--- config.mk ---
export PLATFORM = sky130hd
export DESIGN_NAME = pow2_expand_8
export DESIGN_NICKNAME = d
export VERILOG_FILES = /design/src/rtl/pow2_expand_8.sv
export SDC_FILE = /design/constraint.sdc
export NUM_CORES = 1
export LEC_CHECK = 0
export ABC_AREA = 1
export CORE_ASPECT_RATIO = 0.9
export CORE_MARGIN = 2
export CORE_UTILIZATION = 48
export DETAILED_ROUTE_END_ITERATION = 10
export GPL_TIMING_DRIVEN = 0
export PLACE_DENSITY_LB_ADDON = 0.05
export SYNTH_ARGS = -nofsm -noshare
export SYNTH_HDL_FRONTEND = slang
export SYNTH_SLANG_ARGS = --single-unit
--- constraint.sdc ---
create_clock -name clk -period 1.3 [get_ports clk]
set_input_delay 0.325 -clock clk [delete_from_list [all_inputs] [get_ports clk]]
set_output_delay 0.325 -clock clk [all_outputs]
set_load 0.01 [all_outputs]
--- src/rtl/pow2_expand_8.sv ---
// Serial power-of-2 expander: out = mant << exp, saturating to all ones.
// Shifts one bit per cycle; request/result use valid/ready handshakes.
module pow2_expand_8 #(
    parameter int DATA_W = 8,
    parameter int EXP_W  = 3
) (
    input  logic              clk,
    input  logic              rst,
    input  logic              in_valid,
    output logic              in_ready,
    input  logic [EXP_W-1:0]  exp_in,
    input  logic [DATA_W-1:0] mant_in,
    output logic              out_valid,
    input  logic              out_ready,
    output logic [DATA_W-1:0] out_val,
    output logic              out_sat,
    output logic [1:0]        dbg_state
);

    // Handshakes: a transfer happens on a rising edge where valid && ready.
    // The producer holds data stable while valid && !ready; the request side
    // samples exp_in/mant_in only on the accept edge.
    typedef enum logic [1:0] {
        IDLE  = 2'd0,
        SHIFT = 2'd1,
        HOLD  = 2'd2
    } state_t;

    state_t              state_q, state_d;
    logic [DATA_W-1:0]   acc_q, acc_d;
    logic [EXP_W-1:0]    cnt_q, cnt_d;
    logic                sat_q, sat_d;
    logic [DATA_W-1:0]   out_val_q, out_val_d;
    logic                out_sat_q, out_sat_d;

    always_comb begin
        state_d   = state_q;
        acc_d     = acc_q;
        cnt_d     = cnt_q;
        sat_d     = sat_q;
        out_val_d = out_val_q;
        out_sat_d = out_sat_q;
        case (state_q)
            IDLE: begin
                if (in_valid) begin
                    acc_d   = mant_in;
                    cnt_d   = exp_in;
                    sat_d   = 1'b0;
                    state_d = SHIFT;
                end
            end
            SHIFT: begin
                if (cnt_q != '0) begin
                    // Any 1 leaving the MSB makes the result saturate.
                    sat_d = sat_q | acc_q[DATA_W-1];
                    acc_d = acc_q << 1;
                    cnt_d = cnt_q - EXP_W'(1);
                end else begin
                    out_val_d = sat_q ? {DATA_W{1'b1}} : acc_q;
                    out_sat_d = sat_q;
                    state_d   = HOLD;
                end
            end
            HOLD: begin
                if (out_ready) begin
                    state_d = IDLE;
                end
            end
            default: state_d = IDLE;
        endcase
    end

    always_ff @(posedge clk) begin
        if (rst) begin
            state_q   <= IDLE;
            acc_q     <= '0;
            cnt_q     <= '0;
            sat_q     <= 1'b0;
            out_val_q <= '0;
            out_sat_q <= 1'b0;
        end else begin
            state_q   <= state_d;
            acc_q     <= acc_d;
            cnt_q     <= cnt_d;
            sat_q     <= sat_d;
            out_val_q <= out_val_d;
            out_sat_q <= out_sat_d;
        end
    end

    assign in_ready  = (state_q == IDLE) && !rst;
    assign out_valid = (state_q == HOLD);
    assign out_val   = out_val_q;
    assign out_sat   = out_sat_q;
    assign dbg_state = state_q;

endmodule

Yosys cells after proc, flatten, opt, wreduce, memory -nomap -nowiden
Index checks and enable logic that the tools add are counted.
{"block": "totals", "reg_bits": 23, "latchBits": 0, "mem_bits_rw": 0, "rom_bits": 0, "output_inout_bits": 13, "mem_count": 0}
{"block": "op_classes", "addsub": 1, "multipliers": 0, "n_div": 0, "order_cmp": 0, "n_eq_ne": 6, "n_shift": 0, "mux": 14, "bitwise": 2, "n_reduce_logical": 8}
{"op": "2-to-1 mux 8 bit", "count": 3}
{"op": "one-hot mux 8 bit (2 select lines)", "count": 1}
{"op": "2-to-1 mux 2 bit", "count": 3}
{"op": "2-to-1 mux 3 bit", "count": 2}
{"op": "!= test 2 bit (second input constant)", "count": 3}
{"op": "one-hot mux 2 bit (3 select lines)", "count": 1}
{"op": "one-hot mux 3 bit (2 select lines)", "count": 1}
{"op": "AND reduction 3 bit", "count": 2}
{"op": "nonzero test 3 bit", "count": 1}
{"op": "subtractor 3 x 1 -> 3 bit (second input constant)", "count": 1}
{"op": "equality test 2 x 1 -> 1 bit (second input constant)", "count": 1}
{"op": "equality test 2 bit (second input constant)", "count": 1}
{"op": "logical NOT 2 bit", "count": 1}
{"op": "2-to-1 mux 1 bit", "count": 2}
{"op": "!= test 2 x 1 -> 1 bit (second input constant)", "count": 1}
{"op": "one-hot mux 1 bit (2 select lines)", "count": 1}
{"op": "AND reduction 2 bit", "count": 1}
{"op": "nonzero test 2 bit", "count": 1}
{"op": "logical AND 1 bit", "count": 1}
{"op": "logical NOT 1 bit", "count": 1}
{"op": "NOT 1 bit", "count": 1}
{"op": "OR 1 bit", "count": 1}

Depth between registers and ports, before layout
Gate-level depths: netlist of the first run.
{"block": "depth", "depth_word": 3, "ltp_mapped": 8, "ltp_nobuf": 8}

Worst setup path after synthesis of the first run
OpenSTA, ideal clock, no wires.
{"block": "synth_timing", "path_type": "reg-to-reg", "from": "register cnt_q[1]", "to": "register out_val_q[0] (netlist: out_val[0])", "setup_time_ns": 0.116, "t_arrival_ns": 1.043, "slack_ns": 0.141, "path_stages_with_launch": 8, "n_path_buf": 0, "path_cell_list": "dfxtp_1 inv_1 ha_1 nand2_1 nor2_4 nand2_2 nor2_1 nor2_1"}
{"block": "synth_between", "elab_chain_len": 3}
{"element": "start: declaration", "line_no": "31", "rtl": "logic [EXP_W-1:0] cnt_q, cnt_d;"}
{"element": "start signal: assignment", "line_no": "84", "rtl": "cnt_q <= cnt_d;"}
{"element": "nonzero test 3 bit", "line_no": "53", "rtl": "if (cnt_q != '0) begin"}
{"element": "NOT 1 bit (no line)"}
{"element": "AND reduction 2 bit (no line)"}
{"element": "end signal: assignment", "line_no": "86", "rtl": "out_val_q <= out_val_d;"}
{"element": "end: declaration", "line_no": "33", "rtl": "logic [DATA_W-1:0] out_val_q, out_val_d;"}
Every way passes these cells.
A chain may end at the register's enable or synchronous reset.

Worst setup path in the final report of the first run
{"block": "layout_timing", "from": "register state_q[1] (netlist: dbg_state[1])", "to": "output port in_ready"}
{"block": "layout_between", "elab_chain_len": 2}
{"element": "start: declaration", "line_no": "29", "rtl": "state_t state_q, state_d;"}
{"element": "start signal: assignment", "line_no": "82", "rtl": "state_q <= state_d;"}
{"element": "logical NOT 2 bit", "line_no": "91", "rtl": "assign in_ready = (state_q == IDLE) && !rst;"}
{"element": "logical AND 1 bit", "line_no": "91"}
{"element": "end: declaration", "line_no": "10", "rtl": "output logic in_ready,"}
Every way passes these cells.

==> results of run 1 <==
==> timing repair <==
item	4_1_cts	5_1_grt
gates resized for setup	36	25
pin swaps	2	3
setup buffers	6	0
setup endpoints to repair	30	25
cloned	1	0
==> cell usage after synthesis, drive strengths merged <==
master / instances
nor2: 49
nand2: 41
dfxtp: 23
inv: 19
o21ai: 15
nand3: 13
buf: 4
a21oi: 2
ha: 2
clkbuf: 1
==> cell type report <==
type | count | area [um2]
clock buffers | 4 | 26.3
multi-input cells | 123 | 653
inverters | 19 | 76.3
plain buffers | 5 | 46.3
flip-flops and latches | 23 | 469
well taps | 27 | 33.8
repair buffers | 33 | 308
fillers | 197 | 629
==> path summary, 6_finish.rpt <==
kind | to | cells past startpoint | slack, ns | from
hold / removal | dbg_state[1] | 2 | 0.39 | rst
hold reg to reg | out_sat | 2 | 0.49 | out_sat
setup reg to reg | out_val[1] | 7 | 0.04 | dbg_state[1]
setup / recovery | in_ready | 4 | -0.05 | dbg_state[1]
==> metrics by stage <==
step	setup TNS [ns]	total power [W]
global placement	-2.85	0.00153
floorplan	0	0.00132
finish	-0.178	0.00197
detailed placement	-3.53	0.00155
CTS	-0.0337	0.00190
global route	-0.465	0.00210
==> cell usage in the layout (no fill, tap or decap) <==
cell / instances
nor2_1: 39
nand2_1: 36
dfxtp_1: 20
inv_1: 15
clkdlybuf4s50_1: 13
o21ai_0: 11
nand3_2: 9
dlygate4sd2_1: 9
buf_6: 8
nor2_4: 6
nor2_2: 5
nand3_1: 4
buf_4: 4
o21ai_1: 4
nand2_2: 3
clkbuf_4: 3
inv_2: 2
inv_4: 2
a21oi_1: 2
dfxtp_4: 2
buf_2: 2
nand2_8: 1
nand2_4: 1
clkbuf_2: 1
ha_2: 1
ha_1: 1
clkbuf_1: 1
dfxtp_2: 1
clkdlybuf4s15_1: 1
==> per-layer routing <==
metal,up-vias,GRT usage
li1,595,-
met1,544,0.242
met3,0,0.0490
met4,0,0.0516
met5,-,0
met2,33,0.400
==> worst max-delay path: stages (launching register included) <==
cell	delay (ns)
dfxtp_4	0.38
inv_4	0.07
nand2_2	0.05
nor2_1	0.09
buf_2	0.14
==> power breakdown <==
part           total (W)  leakage (nW)  switching, W  internal (W)
registers       0.000866         0.191     0.0000601      0.000806
clock network   0.000334        0.0150      0.000215      0.000120
logic           0.000774         0.606      0.000442      0.000332
total            0.00197         0.812      0.000716       0.00126
==> state kept, by name, summed over array words and instances, names as in the netlist <==
register	count
sat_q	1
acc_q	8
out_sat	1
out_val	8
cnt_q	3
dbg_state	2
==> kinds of logic after synthesis <==
logic type,count (synthesis)
flip-flops,23
adder cells (fa/ha/maj),2
AND/OR/NAND/NOR,103
buffers and inverters,24
AO/OA/AOI/OAI,17
==> impl_results.md, run 1 <==
- Final core utilization: 0.719
- Min Hold Slack: 0.394 ns
- Largest net degree at the start of global routing: 13
- Power Density: 1220 nW/um2
- Largest family of logic cells by synthesized area: simple AND/OR/NAND/NOR gates
- VDD IR max: 0.00100 V
- Die Wd: 56.0 um
- Post-Synthesis Cells: 169
- Core area: 2240 um2
- Share of cells above drive strength 1: 0.246
- Finish-stage setup viols: 6
- Syn. warnings: 0
- Met2 wire len: 1500 um
- DP HPWL: 1930 um
- Routed vias/inst: 5.01
- Met3 wire length: 164 um
- Peak Freq: 0.739 GHz
- Top sig layer: met3
- TritonCTS clock tree: built
- Sink Count: 23
- Fin crit share: 1.04
- Seq/Total Area, Yosys: 0.394
- Nets: 225
- Simple-gate portion of the synthesized area: 0.414
- Synth top area share: 0.394
- Post-DRT Antenna Nets: 0
- Layout Skew: 0.00139 ns
- Max-Cap Viols: 0
- Xor/xnor share of the synthesized area: 0
- Kind of critical path: reg -> out
- Syn_area_per_cell: 6.91 um2
- Clock Latency Late Sink: 0.31 ns
- Status: complete, but fails checks
- Placed insts: 223
- Final min period: 1.35 ns
- Die height: 50.8 um
- Global placement routability congestion: 0.844
- Antenna violations before repair: 0
- Setup crit end kind: output port
- Pre-CTS setup slack: -0.519 ns
- Final std cells w/o fill: 234
- Post-synth cell types: 16
- Clock root buffer: clkbuf_4
- H-tree depth: 1
- Slew @ Worst Pin: 0.472 ns
- Endpoints failing hold: 0
- Final WS setup: -0.0541 ns
- Compound-gate portion of the synthesized area: 0.0729
- Die footprint: 2840 um2
- Drt total wl: 2880 um
- 1st-pass router iterations: 4
- Cell Area, Synth: 1170 um2
- Clk pin slew, worst setup/hold paths: 0.12 ns
- Worst hold path type: in -> reg
- Area contributors post-synth: dfxtp_1, nor2_1, nand2_1
- Worst EP required: 0.98 ns
- Mux cell area share after synthesis: 0
- DRC viols: 0
- FF+latch count, synth: 23
- Cell leakage power: 0.812 nW
- RSZ-0062 raised after global routing: true
- Slew Limit Fails: 0
- Syn_nets: 186
- First-pass GRT wire length: 4660 um
- Cell area after layout: 1610 um2
- Adder-cell share of the synthesized area: 0.0214
- Crit path max fanout: 4
- Total CTS buffers: 3
- Hold_buf cts: 0
- WL met1: 1210 um
- Slew Limit Headroom: 0.684
- Area after DPL: 1470 um2
- Area delta synth->final: 38.2%
- GR Util All Layers: 0.212
- DR vias: 1172
- Grt total ovfl: 0
- Failing checks: negative setup slack
- Site Rows: 16
- DR iter-0 viols: 33
- CP startpoint kind: flip-flop
- Routed wire per std cell: 12.3 um
- Starting Density: 0.521
- IO Pins: 28
- Cell taking the most area after synthesis: dfxtp_1
- Clk buf depth: 2
- Arr. time, crit path: 1.03 ns
- Vias in the first global route: 1112
- Port bufs: 27
- Ant. Diodes: 0
Note: power is estimated with default switching activity, not from simulation.
==> run 2: changes to the inputs <==
--- a/config.mk
+++ b/config.mk
@@ -15,3 +15,4 @@
 export SYNTH_ARGS = -nofsm -noshare
 export SYNTH_HDL_FRONTEND = slang
 export SYNTH_SLANG_ARGS = --single-unit
+export TNS_END_PERCENT = 1
==> run 2 against run 1 <==
  * The run still ends with negative setup slack left
  * Via count is 2.2% lower
  * Register-to-register slack worse by 0.02 ns
  * Clock skew is 0.00096 ns higher
  * Critical path type unchanged
  * Core utilization is 1.8 points lower
  * Clock power hardly changed
  * Count of clock-buffer cells in the layout stayed put
==> impl_results.md, run 2 (same netlist as run 1, synthesis figures left out) <==
- Failing checks: negative setup slack
- Worst Min Path Start: rst
- Comb pwr share: 0.377 (-0.015)
- Post-DRT Antenna Nets: 0 (unchanged)
- Cell leakage power: 0.805 nW (-0.82%)
- Core area: 2240 um2 (unchanged)
- Site Rows: 16 (unchanged)
- Endpoints failing hold: 0 (unchanged)
- Pwr Total: 0.00193 W (-2.3%)
- Clock power share: 0.173 (+0.004)
- Total CTS buffers: 3 (unchanged)
- Starting Density: 0.521 (unchanged)
- Routed vias/inst: 4.94 (-1.4%)
- Nets: 223 (-0.89%)
- Slew @ Worst Pin: 0.421 ns (-0.0511 ns)
- DR vias: 1146 (-2.2%)
- Clock root buffer: clkbuf_4
- DR iter-0 viols: 46 (+39%)
- Area delta synth->final: 34.7%
- Top sig layer: met4
- Largest net degree at the start of global routing: 13 (unchanged)
- Final std cells w/o fill: 232 (-0.85%)
- Crit path max fanout: 4 (unchanged)
- Most common cell after layout, fill and taps aside: nor2_1
- Pre-CTS setup slack: -0.519 ns (unchanged)
- Worst hold path type: in -> reg
- Grt total ovfl: 0 (unchanged)
- R2R setup slack: 0.02 ns (-0.02 ns)
- Setup TNS: -0.0796 ns (+0.0989 ns)
- DP HPWL: 1930 um (unchanged)
- Layout Skew: 0.00235 ns (+0.000959 ns)
- Final WS setup: -0.0685 ns (-0.0144 ns)
- Max stage delay on crit path: 0.39 ns (about the same)
- Worst EP required: 0.98 ns (about the same)
- Met2 wire len: 1390 um (-7.2%)
- Slowest CP cell: dfxtp_4
- Switching Share: 0.359 (-0.00334)
- Final min period: 1.37 ns (+0.0144 ns)
- Global placement routability congestion: 0.844 (unchanged)
- Sink Count: 23 (unchanged)
- Met3 wire length: 125 um (-24%)
- Port bufs: 27 (unchanged)
- Ant. Diodes: 0 (unchanged)
- VDD IR max: 0.000992 V (-1.2%)
- Worst Hold End: dbg_state[1]
- WL met1: 1190 um (-1.4%)
- Placed insts: 223 (unchanged)
- 1st-pass router iterations: 4 (unchanged)
- Clk buf depth: 2 (unchanged)
- TritonCTS clock tree: built
- Kind of critical path: reg -> out
- Fin crit share: 1.05 (+0.0111)
- Antenna violations before repair: 0 (unchanged)
- Clock Latency Late Sink: 0.31 ns (about the same)
- Cells on Worst Hold Path: 2 (unchanged)
- Sequential power share: 0.449 (+0.010)
- Status: complete, but fails checks
- H-tree depth: 1 (unchanged)
- Slew Limit Headroom: 0.718 (+0.0342)
- Setup crit end kind: output port
- GR Util All Layers: 0.196 (-0.0159)
- DRC viols: 0 (unchanged)
- Slew Limit Fails: 0 (unchanged)
- Arr. time, crit path: 1.04 ns (about the same)
- Share of cells above drive strength 1: 0.215 (-0.0317)
- RSZ-0062 raised after global routing: true
- Clk pin slew, worst setup/hold paths: 0.12 ns (about the same)
- First-pass GRT wire length: 4370 um (-6.2%)
- Hold_buf cts: 0 (unchanged)
- Finish-stage setup viols: 3 (-3)
- CP startpoint kind: flip-flop
- Die height: 50.8 um (unchanged)
- Power Density: 1230 nW/um2 (+0.19%)
- Critical register-to-register path endpoint: out_val[6]
- Peak Freq: 0.731 GHz (-1.1%)
- Max-Cap Viols: 0 (unchanged)
- Final core utilization: 0.701 (-0.0179)
- R2R depth: 7 (unchanged)
- Drt total wl: 2710 um (-5.6%)
- Most frequent cells in the layout: nor2_1, nand2_1, dfxtp_1
- Vias in the first global route: 1052 (-5.4%)
- IO Pins: 28 (unchanged)
- Sw Pwr: 0.000693 W (-3.2%)
- Int Power: 0.00124 W (-1.8%)
- Worst path cell trace: inv_4 > nand2_2 > nor2_1 > buf_2
- Die footprint: 2840 um2 (unchanged)
- Die Wd: 56.0 um (unchanged)
- Routed wire per std cell: 11.7 um (-4.8%)
- Reg2reg start: dbg_state[1]
[run 2: metal layers]
metal,GRT usage,vias to the layer above
met5,0,-
met4,0.0317,0
met3,0.0490,2
met2,0.367,32
met1,0.231,520
li1,-,592
[run 2: timing repair]
action,in CTS,in global routing
setup buffers,0,4
pin swaps,0,5
endpoints found under the setup margin,30,25
resized for setup,25,20
cloned,0,1
[run 2: how the worst max path moves through the flow]
stage                            start         end  slack (ns)  depth (start not counted)
after floorplan               cnt_q[1]  out_val[0]        0.14                          7
after global placement             rst    in_ready       -0.51                          3
after detailed placement           rst    in_ready       -0.52                          3
after CTS                 dbg_state[1]    in_ready       -0.21                          4
after global routing      dbg_state[1]    in_ready       -0.10                          4
final                     dbg_state[1]    in_ready       -0.07                          4
[run 2: through the flow]
step / hold WS [ns] / cell area (um2)
floorplan: 0.394 / 1170
global placement: 0.464 / 1470
detailed placement: 0.478 / 1470
global route: 0.402 / 1570
finish: 0.397 / 1570
CTS: 0.400 / 1500
[run 2: power by group through the flow]
| stage | Clock (W) | Sequential (W) | Combinational, W |
|---|---|---|---|
| 5_1_grt | 0.000363 | 0.000879 | 0.000813 |
| 3_5_place_dp | 0 | 0.000875 | 0.000679 |
| 3_3_place_gp | 0 | 0.000872 | 0.000657 |
| 6_report | 0.000335 | 0.000867 | 0.000728 |
| 4_1_cts | 0.000343 | 0.000860 | 0.000659 |
| 2_1_floorplan | 0 | 0.000887 | 0.000433 |
[run 2: critical path: cells and delay by family, from the launching register on]
family / cells / cell delay [ns]
DFF: 1 / 0.39
and+or+nand+nor: 2 / 0.15
buffers and inverters: 2 / 0.20
[run 2: area by class of cell]
| type | instances | area (um2) |
|---|---|---|
| fill | 196 | 669 |
| multi-input combinational | 123 | 637 |
| sequential | 23 | 469 |
| timing repair buffer | 31 | 284 |
| inverter | 19 | 76.3 |
| buffer | 5 | 46.3 |
| tap | 27 | 33.8 |
| clock buffer | 4 | 26.3 |
==> run 3: changes to the inputs <==
--- a/config.mk
+++ b/config.mk
@@ -8,10 +8,11 @@
 export ABC_AREA = 1
 export CORE_ASPECT_RATIO = 0.9
 export CORE_MARGIN = 2
-export CORE_UTILIZATION = 48
+export CORE_UTILIZATION = 52
 export DETAILED_ROUTE_END_ITERATION = 10
 export GPL_TIMING_DRIVEN = 0
 export PLACE_DENSITY_LB_ADDON = 0.05
+export RECOVER_POWER = 100
 export SYNTH_ARGS = -nofsm -noshare
 export SYNTH_HDL_FRONTEND = slang
 export SYNTH_SLANG_ARGS = --single-unit
==> constraint.sdc (replaced) <==
create_clock -name clk -period 1.7 [get_ports clk]
set_input_delay 0.425 -clock clk [delete_from_list [all_inputs] [get_ports clk]]
set_output_delay 0.425 -clock clk [all_outputs]
set_load 0.01 [all_outputs]
==> run 3 against run 2 <==
  * Core utilization is 0.58 points lower
  * Via count is 4.0% lower
  * Sequential cell count stayed put
  * Critical path type unchanged
  * Die area is 7.1% lower
  * Count of clock-buffer cells in the layout stayed put
  * Highest routed layer unchanged
  * Sequential power is 24% lower
  * Hold slack better by 0.076 ns
  * Register-to-register slack better by 0.23 ns
  * Cell area is 5.3% lower
  * Largest cell class unchanged
  * The flow now finishes without violations
==> impl_results.md, run 3 (same netlist as run 1, synthesis figures left out) <==
- Worst path cell trace: inv_2 > nand2_1 > nor2_1 > clkdlybuf4s15_1
- Drt total wl: 2430 um (-10%)
- Post-DRT Antenna Nets: 0 (unchanged)
- Sw Pwr: 0.000489 W (-29%)
- Post-CTS setup buffer count: 0 (unchanged)
- Die Wd: 53.9 um (-3.6%)
- Min Hold Slack: 0.473 ns (+0.0760 ns)
- Finish-stage setup viols: 0 (-3)
- Endpoints failing hold: 0 (unchanged)
- Comb pwr share: 0.354 (-0.023)
- Slew Limit Fails: 0 (unchanged)
- Arr. time, crit path: 1.22 ns (+0.18 ns)
- Met3 wire length: 119 um (-4.8%)
- Worst EP required: 1.27 ns (+0.29 ns)
- Top sig layer: met4
- TritonCTS clock tree: built
- Grt total ovfl: 0 (unchanged)
- Status: finished, final reports clean
- DRC viols: 0 (unchanged)
- Sequential power share: 0.464 (+0.015)
- Die height: 49.0 um (-3.6%)
- Core area: 2140 um2 (-4.5%)
- 1st-pass router iterations: 4 (unchanged)
- VDD IR max: 0.000605 V (-39%)
- Slowest CP cell: dfxtp_4
- Worst hold path type: in -> reg
- Layout Skew: 0.00909 ns (+0.00674 ns)
- Pre-CTS setup slack: -0.329 ns (+0.190 ns)
- Most common cell after layout, fill and taps aside: nor2_1
- Slew @ Worst Pin: 0.421 ns (-0.000612 ns)
- DR vias: 1100 (-4.0%)
- Int Power: 0.000925 W (-25%)
- DR iter-0 viols: 27 (-41%)
- Vias in the first global route: 1007 (-4.3%)
- Global placement routability congestion: 0.842 (-0.32%)
- Sink Count: 23 (unchanged)
- Port bufs: 27 (unchanged)
- Setup crit end kind: output port
- Largest net degree at the start of global routing: 13 (unchanged)
- Clock Latency Late Sink: 0.32 ns (about the same)
- Site Rows: 16 (unchanged)
- Antenna violations before repair: 0 (unchanged)
- Clk pin slew, worst setup/hold paths: 0.13 ns (about the same)
- Slew Limit Headroom: 0.719 (+0.00114)
- First-pass GRT wire length: 4080 um (-6.8%)
- Met2 wire len: 1140 um (-18%)
- Kind of critical path: reg -> out
- Cell leakage power: 0.742 nW (-7.8%)
- RSZ-0062 raised after global routing: false
- Top delay family on crit path: flip-flops
- Fin crit share: 0.965
- DP HPWL: 1850 um (-4.1%)
- CP startpoint kind: flip-flop
- Share of cells above drive strength 1: 0.130 (-0.0846)
- Clk buf depth: 2 (unchanged)
- Power Density: 949 nW/um2 (-23%)
- IO Pins: 28 (unchanged)
- H-tree depth: 1 (unchanged)
- Crit path max fanout: 5 (+1)
- Buf+Inv Stages, Crit Path: 2 (unchanged)
- Starting Density: 0.545 (+0.0243)
- Clock root buffer: clkbuf_4
- Routed vias/inst: 4.85 (-1.9%)
- Max-Cap Viols: 0 (unchanged)
- Max stage delay on crit path: 0.39 ns (about the same)
- GR Util All Layers: 0.208 (+0.0116)
- Switching Share: 0.346 (-0.0138)
- WL met1: 1150 um (-3.6%)
- Most frequent cells in the layout: nor2_1, nand2_1, clkdlybuf4s50_1
- Die footprint: 2640 um2 (-7.1%)
- Final WS setup: 0.0589 ns (+0.127 ns)
- Final min period: 1.64 ns
- Peak Freq: 0.609 GHz
- Ant. Diodes: 0 (unchanged)
- Total CTS buffers: 3 (unchanged)
- Clock power share: 0.182 (+0.009)
- Routed wire per std cell: 10.7 um (-8.5%)
- Area delta synth->final: 27.7%
- Nets: 218 (-2.2%)
## run 3: cell types whose count changed in the layout (fill, tap and decap cells not counted), moves of 2 or more
cell,change
buf_2,-2
inv_1,+2
nand2_1,+3
nor2_1,+4
inv_4,-2
clkdlybuf4s50_1,+9
nor2_4,-4
dlygate4sd2_1,-10
buf_6,-4
nand2_2,-2
## run 3: per-stage QoR
step	area, um2	total power, W	setup TNS [ns]	util	instances
3_3_place_gp	1470	0.00117	-0.304	0.687	223
2_1_floorplan	1170	0.00101	0	-	169
3_5_place_dp	1470	0.00119	-0.329	0.687	223
4_1_cts	1500	0.00143	-0.00962	0.699	227
5_1_grt	1490	0.00152	0	0.696	227
6_report	1490	0.00141	0	0.696	227
## run 3: worst reg2reg max path, delay by kind of cell, from the launching register on
kind	cells	cell delay (ns)
AND/OR/NAND/NOR	5	0.76
adder cells (fa/ha/maj)	1	0.17
flip-flops	1	0.34
buffers and inverters	2	0.12
## run 3: power by group through the flow
stage          registers (W)  clock network, W  logic, W
6_report            0.000657          0.000257  0.000500
5_1_grt             0.000666          0.000284  0.000567
4_1_cts             0.000658          0.000261  0.000514
3_5_place_dp        0.000669                 0  0.000517
3_3_place_gp        0.000667                 0  0.000502
2_1_floorplan       0.000678                 0  0.000331
## run 3: layout make-up
cell class / count / area, um2
multi-input combinational: 122 / 586
tap: 27 / 33.8
inverter: 19 / 71.3
fill: 192 / 652
buffer: 5 / 36.3
clock buffer: 4 / 26.3
sequential: 23 / 465
timing repair buffer: 27 / 272
## run 3: worst paths after layout
kind              slack, ns          from  depth (start not counted)            to
hold reg to reg        0.50      acc_q[5]                          2    out_val[5]
hold / removal         0.47           rst                          2  dbg_state[1]
setup reg to reg       0.25      cnt_q[0]                          8      cnt_q[2]
setup / recovery       0.06  dbg_state[0]                          4      in_ready
## run 3: routing by layer
layer | vias to the layer above | global-route usage
li1 | 577 | -
met5 | - | 0
met3 | 4 | 0.0706
met2 | 26 | 0.333
met4 | 0 | 0.0513
met1 | 493 | 0.263
## run 3: what timing repair did
action / 4_1_cts / 5_1_grt
hold buffers: 0 / 0
endpoints found under the setup margin: 4 / 4
cloned: 0 / 0
pin swaps: 0 / 0
resized for setup: 5 / 5
